==> src/rtl/mantissa_normalizer_if.sv <==
// Handshake bundle between the FP add/sub result stage, the normalizer and the round/pack stage.
// The slave side is the normalizer; the master side is its environment.
interface mantissa_normalizer_if #(
  parameter int unsigned MANT_W = 24,
  parameter int unsigned EXP_W  = 8,
  parameter int unsigned CNT_W  = 5
);
  logic              in_valid;
  logic              in_ready;
  logic [MANT_W-1:0] in_mant;
  logic [EXP_W-1:0]  in_exp;
  logic              out_valid;
  logic              out_ready;
  logic [MANT_W-1:0] out_mant;
  logic [EXP_W-1:0]  out_exp;
  logic [CNT_W-1:0]  out_shift;
  logic              out_zero;
  logic              out_denorm;

  modport master (
    output in_valid, in_mant, in_exp, out_ready,
    input  in_ready, out_valid, out_mant, out_exp, out_shift, out_zero, out_denorm
  );

  modport slave (
    input  in_valid, in_mant, in_exp, out_ready,
    output in_ready, out_valid, out_mant, out_exp, out_shift, out_zero, out_denorm
  );
endinterface

==> src/rtl/mantissa_normalizer.sv <==
// Multi-cycle left-normalizer: shifts the mantissa one bit per cycle until the hidden-one
// position is set or the exponent bottoms out, reporting the applied shift count.
module mantissa_normalizer #(
  parameter int unsigned MANT_W = 24,
  parameter int unsigned EXP_W  = 8,
  parameter int unsigned CNT_W  = 5
) (
  input  logic                    clk,
  input  logic                    rst_n,
  mantissa_normalizer_if.slave    bus
);

  typedef enum logic [1:0] {IDLE, SHIFT, DONE} state_t;

  state_t            state_q, state_d;
  logic [MANT_W-1:0] mant_q, mant_d;
  logic [EXP_W-1:0]  exp_q, exp_d;
  logic [CNT_W-1:0]  shift_q, shift_d;
  logic              zero_q, zero_d;
  logic              denorm_q, denorm_d;

  // State and datapath registers; reset discards any operand in flight.
  always_ff @(posedge clk or negedge rst_n) begin
    if (!rst_n) begin
      state_q  <= IDLE;
      mant_q   <= '0;
      exp_q    <= '0;
      shift_q  <= '0;
      zero_q   <= 1'b0;
      denorm_q <= 1'b0;
    end else begin
      state_q  <= state_d;
      mant_q   <= mant_d;
      exp_q    <= exp_d;
      shift_q  <= shift_d;
      zero_q   <= zero_d;
      denorm_q <= denorm_d;
    end
  end

  // Next-state and datapath update.
  always_comb begin
    state_d  = state_q;
    mant_d   = mant_q;
    exp_d    = exp_q;
    shift_d  = shift_q;
    zero_d   = zero_q;
    denorm_d = denorm_q;

    unique case (state_q)
      IDLE: begin
        if (bus.in_valid) begin
          shift_d  = '0;
          zero_d   = 1'b0;
          denorm_d = 1'b0;
          if (bus.in_mant == '0) begin
            // A zero mantissa never finds a leading one: report a full-width shift.
            mant_d  = '0;
            exp_d   = '0;
            shift_d = CNT_W'(MANT_W);
            zero_d  = 1'b1;
            state_d = DONE;
          end else begin
            mant_d  = bus.in_mant;
            exp_d   = bus.in_exp;
            state_d = SHIFT;
          end
        end
      end
      SHIFT: begin
        if (mant_q[MANT_W-1]) begin
          state_d = DONE;
        end else if (exp_q == '0) begin
          denorm_d = 1'b1;
          state_d  = DONE;
        end else begin
          mant_d  = {mant_q[MANT_W-2:0], 1'b0};
          exp_d   = exp_q - EXP_W'(1);
          shift_d = shift_q + CNT_W'(1);
        end
      end
      DONE: begin
        if (bus.out_ready) state_d = IDLE;
      end
      default: state_d = IDLE;
    endcase
  end

  assign bus.in_ready   = (state_q == IDLE);
  assign bus.out_valid  = (state_q == DONE);
  assign bus.out_mant   = mant_q;
  assign bus.out_exp    = exp_q;
  assign bus.out_shift  = shift_q;
  assign bus.out_zero   = zero_q;
  assign bus.out_denorm = denorm_q;

endmodule
==> src/flat_wrapper.sv <==
// flat-port wrapper written by rule: the top's interface ports become plain ports
module mantissa_normalizer_flat 
#(
  parameter int unsigned MANT_W = 24,
  parameter int unsigned EXP_W  = 8,
  parameter int unsigned CNT_W  = 5
)
  (clk, rst_n, bus_in_valid, bus_in_mant, bus_in_exp, bus_out_ready, bus_in_ready, bus_out_valid, bus_out_mant, bus_out_exp, bus_out_shift, bus_out_zero, bus_out_denorm);
  mantissa_normalizer_if #(.MANT_W(MANT_W), .EXP_W(EXP_W), .CNT_W(CNT_W)) bus_i ();
  input  logic clk;
  input  logic rst_n;
  input wire logic [$bits(bus_i.in_valid)-1:0] bus_in_valid;
  input wire logic [$bits(bus_i.in_mant)-1:0] bus_in_mant;
  input wire logic [$bits(bus_i.in_exp)-1:0] bus_in_exp;
  input wire logic [$bits(bus_i.out_ready)-1:0] bus_out_ready;
  output wire logic [$bits(bus_i.in_ready)-1:0] bus_in_ready;
  output wire logic [$bits(bus_i.out_valid)-1:0] bus_out_valid;
  output wire logic [$bits(bus_i.out_mant)-1:0] bus_out_mant;
  output wire logic [$bits(bus_i.out_exp)-1:0] bus_out_exp;
  output wire logic [$bits(bus_i.out_shift)-1:0] bus_out_shift;
  output wire logic [$bits(bus_i.out_zero)-1:0] bus_out_zero;
  output wire logic [$bits(bus_i.out_denorm)-1:0] bus_out_denorm;
  assign bus_i.in_valid = bus_in_valid;
  assign bus_i.in_mant = bus_in_mant;
  assign bus_i.in_exp = bus_in_exp;
  assign bus_i.out_ready = bus_out_ready;
  assign bus_in_ready = bus_i.in_ready;
  assign bus_out_valid = bus_i.out_valid;
  assign bus_out_mant = bus_i.out_mant;
  assign bus_out_exp = bus_i.out_exp;
  assign bus_out_shift = bus_i.out_shift;
  assign bus_out_zero = bus_i.out_zero;
  assign bus_out_denorm = bus_i.out_denorm;
  mantissa_normalizer #(.MANT_W(MANT_W), .EXP_W(EXP_W), .CNT_W(CNT_W)) u_core (.clk(clk), .rst_n(rst_n), .bus(bus_i));
endmodule
==> config.mk <==
export PLATFORM = sky130hd
export DESIGN_NAME = mantissa_normalizer_flat
export DESIGN_NICKNAME = d
export VERILOG_FILES = /design/src/rtl/mantissa_normalizer_if.sv /design/src/rtl/mantissa_normalizer.sv /design/src/flat_wrapper.sv
export SDC_FILE = /design/constraint.sdc
export NUM_CORES = 1
export LEC_CHECK = 0
export CORE_ASPECT_RATIO = 1.1
export CORE_MARGIN = 5
export CORE_UTILIZATION = 40
export DETAILED_ROUTE_END_ITERATION = 8
export PLACE_DENSITY = 0.81
export SLEW_MARGIN = 25
export SYNTH_ARGS = -nofsm -noshare
export SYNTH_HDL_FRONTEND = slang
export SYNTH_SLANG_ARGS = --single-unit
==> constraint.sdc <==
create_clock -name clk -period 2.6 [get_ports clk]
set_input_delay 0.26 -clock clk [delete_from_list [all_inputs] [get_ports clk]]
set_output_delay 0.26 -clock clk [all_outputs]
set_load 0.005 [all_outputs]
; ---- Word-level counts from Yosys, hierarchy flattened
; Index checks and enable logic that the tools add are counted.
[word_totals]
elab_cells = 52
reg_bits = 41
out_inout_bits = 41
[classes]
eq_ne = 8
reduce_logical = 9
mux = 26
addsub = 2
[ops]
columns = cell, count
row1 = 2-to-1 mux 24 bit, 4
row2 = case mux 24 bit (2 select lines), 1
row3 = 2-to-1 mux 8 bit, 4
row4 = logical NOT 24 bit, 1
row5 = 2-to-1 mux 5 bit, 4
row6 = case mux 8 bit (2 select lines), 1
row7 = 2-to-1 mux 2 bit, 5
row8 = case mux 5 bit (2 select lines), 1
row9 = logical NOT 8 bit, 1
row10 = inequality test 2 bit (second input constant), 4
row11 = AND reduction 4 bit, 2
row12 = subtractor 8 x 1 -> 8 bit (second input constant), 1
row13 = case mux 2 bit (3 select lines), 1
row14 = adder 5 x 1 -> 5 bit (second input constant), 1
row15 = 2-to-1 mux 1 bit, 4
row16 = AND reduction 2 bit, 2
row17 = inequality test 3 x 1 -> 1 bit (second input constant), 1
row18 = AND reduction 3 bit, 1
row19 = == test 2 x 1 -> 1 bit (second input constant), 1
row20 = == test 2 bit (second input constant), 1
row21 = logical NOT 2 bit, 1
row22 = inequality test 2 x 1 -> 1 bit (second input constant), 1
row23 = case mux 1 bit (2 select lines), 1
row24 = nonzero test 2 bit, 1

; ---- Depth between registers and ports, before layout
; Gate-level depths: netlist (run 1).
[depth]
word_depth = 4
depth_mapped = 9
mapped_depth_nobuf = 7

; ---- Least setup slack after synthesis (run 1)
; Ideal clock, no wire load.
[synth_path]
kind = reg-to-reg
from = reg u_core.exp_q[0] (netlist: u_core.bus.out_exp[0])
to = reg u_core.mant_q[11] (netlist: u_core.bus.out_mant[11])
synth_period_minus_slack_ps = 1920
setup_slack_ps = 680
setup_ps = 126
path_buffers = 1
path_stages_with_launch = 9
arrival_time_ps = 1795
required_ps = 2474
path_cell_list = dfrtp_1 -> inv_1 -> ha_1 -> or4b_4 -> nor2_4 -> a21oi_1 -> clkbuf_1 -> nor2_1 -> nor2_1
[synth_between]
elab_chain_cells = 3
[synth_lines]
columns = element, line
row1 = from (decl), mantissa_normalizer.sv:17  ; logic [EXP_W-1:0] exp_q, exp_d;
row2 = from (signal assigned), mantissa_normalizer.sv:34  ; exp_q <= exp_d;
row3 = logical NOT 8 bit, mantissa_normalizer.sv:73  ; end else if (exp_q == '0) begin
row4 = inequality test 2 bit (no line), n/a
row5 = AND reduction 4 bit (no line), n/a
row6 = to (signal assigned), mantissa_normalizer.sv:33  ; mant_q <= mant_d;
row7 = to (decl), mantissa_normalizer.sv:16  ; logic [MANT_W-1:0] mant_q, mant_d;
; No other way between the ends.
; A chain may end at the register's enable or synchronous reset.

; ---- Final worst setup path (run 1)
[layout_path]
from = reg u_core.exp_q[0] (netlist: u_core.bus.out_exp[0])
to = reg u_core.mant_q[20] (netlist: u_core.bus.out_mant[20])
; The elaborated chain is that of the path after synthesis.

==> results of run 1 <==
-- area by class of cell --
class / count / area [sq um]
clock buffer: 5 / 68.82
multi-input combinational: 178 / 1070
sequential: 41 / 1026
timing repair buffer: 84 / 828.3
fill: 470 / 2227
tap: 75 / 93.84
inverter: 3 / 11.26
clock inverter: 2 / 35.03
-- layout by cell type (no fill, tap or decap), types with 2 or more instances in the layout --
| cell | netlist | routed |
|---|---|---|
| nor2b_1 | 4 | 4 |
| a221oi_1 | 17 | 17 |
| ha_1 | 3 | 3 |
| clkdlybuf4s50_1 | 0 | 75 |
| nand2_1 | 9 | 9 |
| o21ai_0 | 11 | 11 |
| o2bb2ai_1 | 2 | 2 |
| nor2_1 | 62 | 62 |
| nor4_1 | 7 | 7 |
| nor3_1 | 2 | 2 |
| inv_1 | 3 | 3 |
| nand3_1 | 5 | 5 |
| a221oi_2 | 5 | 5 |
| nand2b_1 | 5 | 5 |
| clkbuf_8 | 0 | 5 |
| dfrtp_1 | 41 | 41 |
| buf_4 | 0 | 7 |
| o21ai_1 | 2 | 2 |
| a21o_1 | 3 | 3 |
| xor2_1 | 2 | 2 |
| and4_1 | 2 | 2 |
| o22a_1 | 2 | 2 |
| a21oi_1 | 16 | 15 |
| a31oi_1 | 6 | 6 |
-- metal layers --
| layer | wire length, microns | track usage (%) |
|---|---|---|
| met1 | 2539 | 23.28 |
| met2 | 3031 | 31.78 |
| met3 | 535 | 5.658 |
| met4 | 128 | 7.220 |
| met5 | 0 | 0 |
-- sequential cells by signal (all words and copies together) (netlist names) --
register,flops
u_core.bus.out_mant,24
u_core.bus.out_exp,8
u_core.bus.out_shift,5
u_core.state_q,2
u_core.bus.out_denorm,1
u_core.bus.out_zero,1
-- path summary, 6_finish.rpt --
| kind | from | depth (start not counted) | slack [ps] | to |
|---|---|---|---|---|
| max | u_core.bus.out_exp[0] | 7 | 320 | u_core.bus.out_mant[20] |
| min | rst_n | 2 | 470 | u_core.bus.out_exp[4] |
| max reg2reg | u_core.bus.out_exp[0] | 7 | 320 | u_core.bus.out_mant[20] |
| min reg2reg | u_core.bus.out_zero | 2 | 490 | u_core.bus.out_zero |
| max in group asynchronous | rst_n | 2 | 1750 | u_core.bus.out_zero |
| min in group clk | u_core.bus.out_zero | 2 | 490 | u_core.bus.out_zero |
-- worst max-delay path, delay by kind of cell (launching register included) --
| kind | cells | cell delay, ps |
|---|---|---|
| buf+inv | 2 | 360 |
| simple gates | 2 | 660 |
| fa+ha+maj | 1 | 180 |
| flops | 1 | 430 |
| compound gates | 2 | 530 |
-- through the flow --
step / power, W / hold WS (ps) / cells
4_1_cts: 0.003614 / 123.1 / 387
5_1_grt: 0.003903 / 523.1 / 388
3_3_place_gp: 0.003040 / 445.4 / 379
2_1_floorplan: 0.002199 / -35.59 / 239
6_report: 0.003588 / 466.0 / 388
3_5_place_dp: 0.003113 / 441.4 / 380
-- cells by family (layout without fill, tap and decap cells) --
family / Yosys count / in the layout / synth area share [%]
AO/OA/AOI/OAI: 72 / 72 / 24.52
XOR/XNOR: 2 / 2 / 0.7983
adder cells (fa/ha/maj): 3 / 3 / 1.711
buffers and inverters: 20 / 94 / 5.017
flip-flops: 41 / 41 / 46.75
AND/OR/NAND/NOR: 101 / 101 / 21.21
-- power groups by stage --
stage          Sequential [W]  Combinational, W  Clock, W
6_report              0.00130           0.00180  0.000493
5_1_grt               0.00137           0.00201  0.000528
4_1_cts               0.00130           0.00181  0.000502
3_5_place_dp          0.00131           0.00181         0
3_3_place_gp          0.00129           0.00175         0
2_1_floorplan         0.00122          0.000978         0
-- what timing repair did --
action                    CTS  global route
hold buffers                0             1
setup buffers               0             0
hold endpoints to repair    0            34
==> flow_summary.ini, run 1 <==
[place]
portBuffers = 76
dpl_cell_area_sq_mm = 0.003017
pre_cts_slack_ps = 343.4
place_congestion = 0.8366
detailed_place_hpwl_microns = 4621

[sta]
worst_pin_slew_ps = 706.2
rsz0062_at_grt = no
hold_viol = 0
fin_crit_ps = 2276
setup_viol = 0
setup-tns-final_ps = 0
setup_ws_ps = 324.0
fmax_ghz = 0.4394
drv_slew = 0
max_slew_margin_pct = 52.25
fin_crit_sh_pct = 87.54
fin_skew_ps = 14.03

[synth]
synthTopCellsByArea = dfrtp_1 47%, nor2_1 11%, a221oi_1 6.8%
synthArstFlopShare_pct = 100.0
synth_seq_cells = 41
yosys_warnings = 0
synthTopCellsByCount = 62 x nor2_1, 41 x dfrtp_1, 17 x a221oi_1
syn_area_per_cell_sq_um = 9.182
synth_edf_count = 0
syn_area_sq_mm = 0.002195
synthesis.nets = 278
synth.yosys.seq_area_share_pct = 46.75
yosysUniqueCellTypes = 38
synth_largest_area_cell = dfrtp_1
netlist_instances = 239
synth_ff_type = dfrtp_1
netlist.area_leader.share_pct = 46.75
synth.most_common_cell = nor2_1

[critical_path]
crit_fanout = 15
slowest_stage = nor4b_1
critPathMaxStageDelay_ps = 590
worstPathRequired_ps = 2770
endpoint_kind = flip-flop
cp-start-kind = flip-flop
path_cells = inv_1 -> ha_1 -> nor4b_1 -> a211oi_4 -> buf_8 -> a221oi_1 -> nor2_1
criticalPathCategory = flip-flop to flip-flop
cp.arrival_ps = 2450

[global_route]
grt-ovfl-total = 0
grt_max_degree = 42
grt_usage_pct = 19.06
grt_pass1_vias = 2225
antenna_found_initial = 0
grt_pass1_wl_microns = 10630

[power_and_ir_drop]
power.internal_w = 0.002197
p_per_area_mw_per_mm2 = 1145
switching_share_pct = 38.78
clkPwrFrac_pct = 13.7
sequentialPowerShare_pct = 36.2
leakagePower_nw = 1.229
switchingPower_w = 0.001391
comb_power_share_pct = 50.1
ir_drop_mv = 0.6828

[clock_tree]
cts_tree = yes
clock-sinks = 41
clk_latency_ps = 290
cts_root_buffer = clkbuf_8
cts_buffers = 5
cts_buffer_depth = 2
post_cts_resized = 0
h-tree-depth = 2
clkTransAtPathRegs_ps = 80

[detailed_routing]
avgViaCountPerCell = 5.536
wl_microns = 6234
num_vias = 2148
wire_per_inst_microns = 16.07
drc = 0
firstDrtPassIters = 4
ant_nets = 0
drt-initial-drc-count = 148

[finish]
n_antenna_cell = 0
final_util_pct = 58.45
finalInstanceArea_sq_mm = 0.003133
drive_gt1_share_pct = 7.987
nNetsFinal = 352
area_delta_synth_final_pct = 42.76

[outcome]
status = finished clean

[die]
num_rows = 28
start_util_pct = 40.94
io-pin-count = 77
die_h_microns = 87.69
core-area_sq_mm = 0.005360
die_area_sq_mm = 0.007070
die_w_microns = 80.63

[worst_hold_path]
hp-class = primary input to async pin

[run]
cap_viol_max_count = 0
(Power assumes the default switching activity.)
==> run 2, diff against run 1 <==
--- a/config.mk
+++ b/config.mk
@@ -10,6 +10,7 @@
 export CORE_UTILIZATION = 40
 export DETAILED_ROUTE_END_ITERATION = 8
 export PLACE_DENSITY = 0.81
+export SETUP_SLACK_MARGIN = 0.05
 export SLEW_MARGIN = 25
 export SYNTH_ARGS = -nofsm -noshare
 export SYNTH_HDL_FRONTEND = slang
==> constraint.sdc (replaced) <==
create_clock -name clk -period 2.6 [get_ports clk]
set_input_delay 0.26 -clock clk [delete_from_list [all_inputs] [get_ports clk]]
set_output_delay 0.26 -clock clk [all_outputs]
set_load 0.05 [all_outputs]
==> results of run 2 <==
Same layout as run 1 (identical final DEF). Status: finished clean.
Among the figures that moved: total power 0.003588 W -> 0.004614 W; worst IR drop on VDD 0.6828 mV -> 0.8180 mV
==> run 3, diff against run 2 <==
--- a/config.mk
+++ b/config.mk
@@ -7,9 +7,9 @@
 export LEC_CHECK = 0
 export CORE_ASPECT_RATIO = 1.1
 export CORE_MARGIN = 5
-export CORE_UTILIZATION = 40
+export CORE_UTILIZATION = 29
 export DETAILED_ROUTE_END_ITERATION = 8
-export PLACE_DENSITY = 0.81
+export PLACE_DENSITY = 0.65
 export SETUP_SLACK_MARGIN = 0.05
 export SLEW_MARGIN = 25
 export SYNTH_ARGS = -nofsm -noshare
==> run 3 against run 2 <==
Effect of this change: final cell count grew 3.9%; clock skew shrank 5.7 ps; design area grew 1.8%; non-clock buffer count grew 2.
==> flow_summary.ini, run 3 (same netlist as run 1, synthesis figures left out) <==
[outcome]
status = finished clean

[detailed_routing]
avgViaCountPerCell = 5.266
drc = 0
drt-initial-drc-count = 97
wire_per_inst_microns = 16.02
num_vias = 2122
ant_nets = 0
firstDrtPassIters = 4
wl_microns = 6458

[die]
core-area_sq_mm = 0.007432
die_area_sq_mm = 0.009409
die_h_microns = 101.2
num_rows = 33
die_w_microns = 92.95
io-pin-count = 77
start_util_pct = 29.53

[sta]
fmax_ghz = 0.4509
rsz0062_at_grt = no
fin_crit_sh_pct = 85.30
fin_skew_ps = 8.356
drv_slew = 0
max_slew_margin_pct = 56.25
fin_crit_ps = 2218
hold_viol = 0
setup_viol = 0
setup-tns-final_ps = 0
worst_pin_slew_ps = 647.2
setup_ws_ps = 382.1

[clock_tree]
ctsHoldBuffers = 0
clkTransAtPathRegs_ps = 80
cts_buffers = 5
clk_latency_ps = 290
cts_tree = yes
cts_root_buffer = clkbuf_8
post_cts_resized = 0
cts_buffer_depth = 2
clock-sinks = 41
h-tree-depth = 2
postCtsSetupBuffers = 0

[global_route]
grt_pass1_wl_microns = 10440
antenna_found_initial = 0
grt_max_degree = 42
grt_pass1_vias = 2048
grt_usage_pct = 13.71
grt-ovfl-total = 0

[place]
dp.cells = 394
portBuffers = 76
pre_cts_slack_ps = 409.8
detailed_place_hpwl_microns = 4774
place_congestion = 0.8190

[critical_path]
crit_fanout = 16
worstPathRequired_ps = 2780
slowest_stage = nor4b_1
cp-start-kind = flip-flop
critPathMaxStageDelay_ps = 550
path_cells = inv_1 -> ha_1 -> nor4b_1 -> a211oi_4 -> buf_8 -> a221oi_1 -> nor2_1
endpoint_kind = flip-flop
criticalPathCategory = flip-flop to flip-flop
cp.arrival_ps = 2390

[power_and_ir_drop]
comb_power_share_pct = 61.3
switching_share_pct = 51.75
clkPwrFrac_pct = 11.5
total_power_w = 0.004697
leakagePower_nw = 1.250
p_per_area_mw_per_mm2 = 1473
switchingPower_w = 0.002431
power.internal_w = 0.002267
sequentialPowerShare_pct = 27.2
ir_drop_mv = 0.7496

[finish]
nNetsFinal = 354
regArea_sq_mm = 0.001026
layout_commonest_cell = clkdlybuf4s50_1
area_delta_synth_final_pct = 45.27
n_antenna_cell = 0
multi_input_area_sq_mm = 0.001070
largest_reg_flops = 24
layout_common_cells = 75 x clkdlybuf4s50_1, 62 x nor2_1, 41 x dfrtp_1
drive_gt1_share_pct = 8.544
instances_no_fill = 403
fillers = 737

[worst_hold_path]
hp-class = flip-flop to flip-flop

[run]
cap_viol_max_count = 0
==> run 3: power groups by stage <==
stage / Sequential [W] / Clock, W / Combinational [W]
finish: 0.00128 / 0.000539 / 0.00288
global placement: 0.00129 / 0 / 0.00286
detailed placement: 0.00129 / 0 / 0.00289
global route: 0.00134 / 0.000569 / 0.00307
floorplan: 0.00217 / 0 / 0.00104
CTS: 0.00128 / 0.000551 / 0.00290
==> run 3: worst paths after layout <==
path	slack [ps]	to	start	depth (start not counted)
min in group asynchronous	490	u_core.bus.out_exp[2]	rst_n	2
max	380	u_core.bus.out_mant[18]	u_core.bus.out_exp[0]	7
min reg2reg	480	u_core.bus.out_zero	u_core.bus.out_zero	2
min	480	u_core.bus.out_zero	u_core.bus.out_zero	2
max reg2reg	380	u_core.bus.out_mant[18]	u_core.bus.out_exp[0]	7
max in group asynchronous	1730	u_core.bus.out_exp[7]	rst_n	2
==> run 3: critical path: cells and delay by family (launching register included) <==
| family | cells | cell delay, ps |
|---|---|---|
| simple gates | 2 | 620 |
| buf+inv | 2 | 340 |
| compound gates | 2 | 520 |
| flops | 1 | 420 |
| fa+ha+maj | 1 | 190 |
==> run 3: stage by stage <==
step | cell area, sq um | utilization, % | hold slack [ps]
floorplan | 2195 | - | -35.59
global placement | 3044 | 40.96 | 454.2
detailed placement | 3059 | 41.16 | 464.0
CTS | 3176 | 42.73 | 140.5
global route | 3188 | 42.90 | 555.0
finish | 3188 | 42.90 | 484.7
==> run 3: routing by layer <==
| metal | part of all wire [%] | GRT usage (%) | up-vias |
|---|---|---|---|
| met5 | 0 | 0 | - |
| met1 | 46 | 18.65 | 1013 |
| li1 | - | - | 1027 |
| met3 | 6.2 | 3.120 | 7 |
| met4 | 0.91 | 3.382 | 0 |
| met2 | 47 | 22.22 | 75 |
==> run 3: final cells by class <==
cell class	count	share of cell area, %
Multi-Input combinational cell	178	33.56
Sequential cell	41	32.18
Timing Repair Buffer	86	26.84
Tap cell	87	3.414
Clock buffer	7	2.708
Clock inverter	1	0.9419
Inverter	3	0.3532
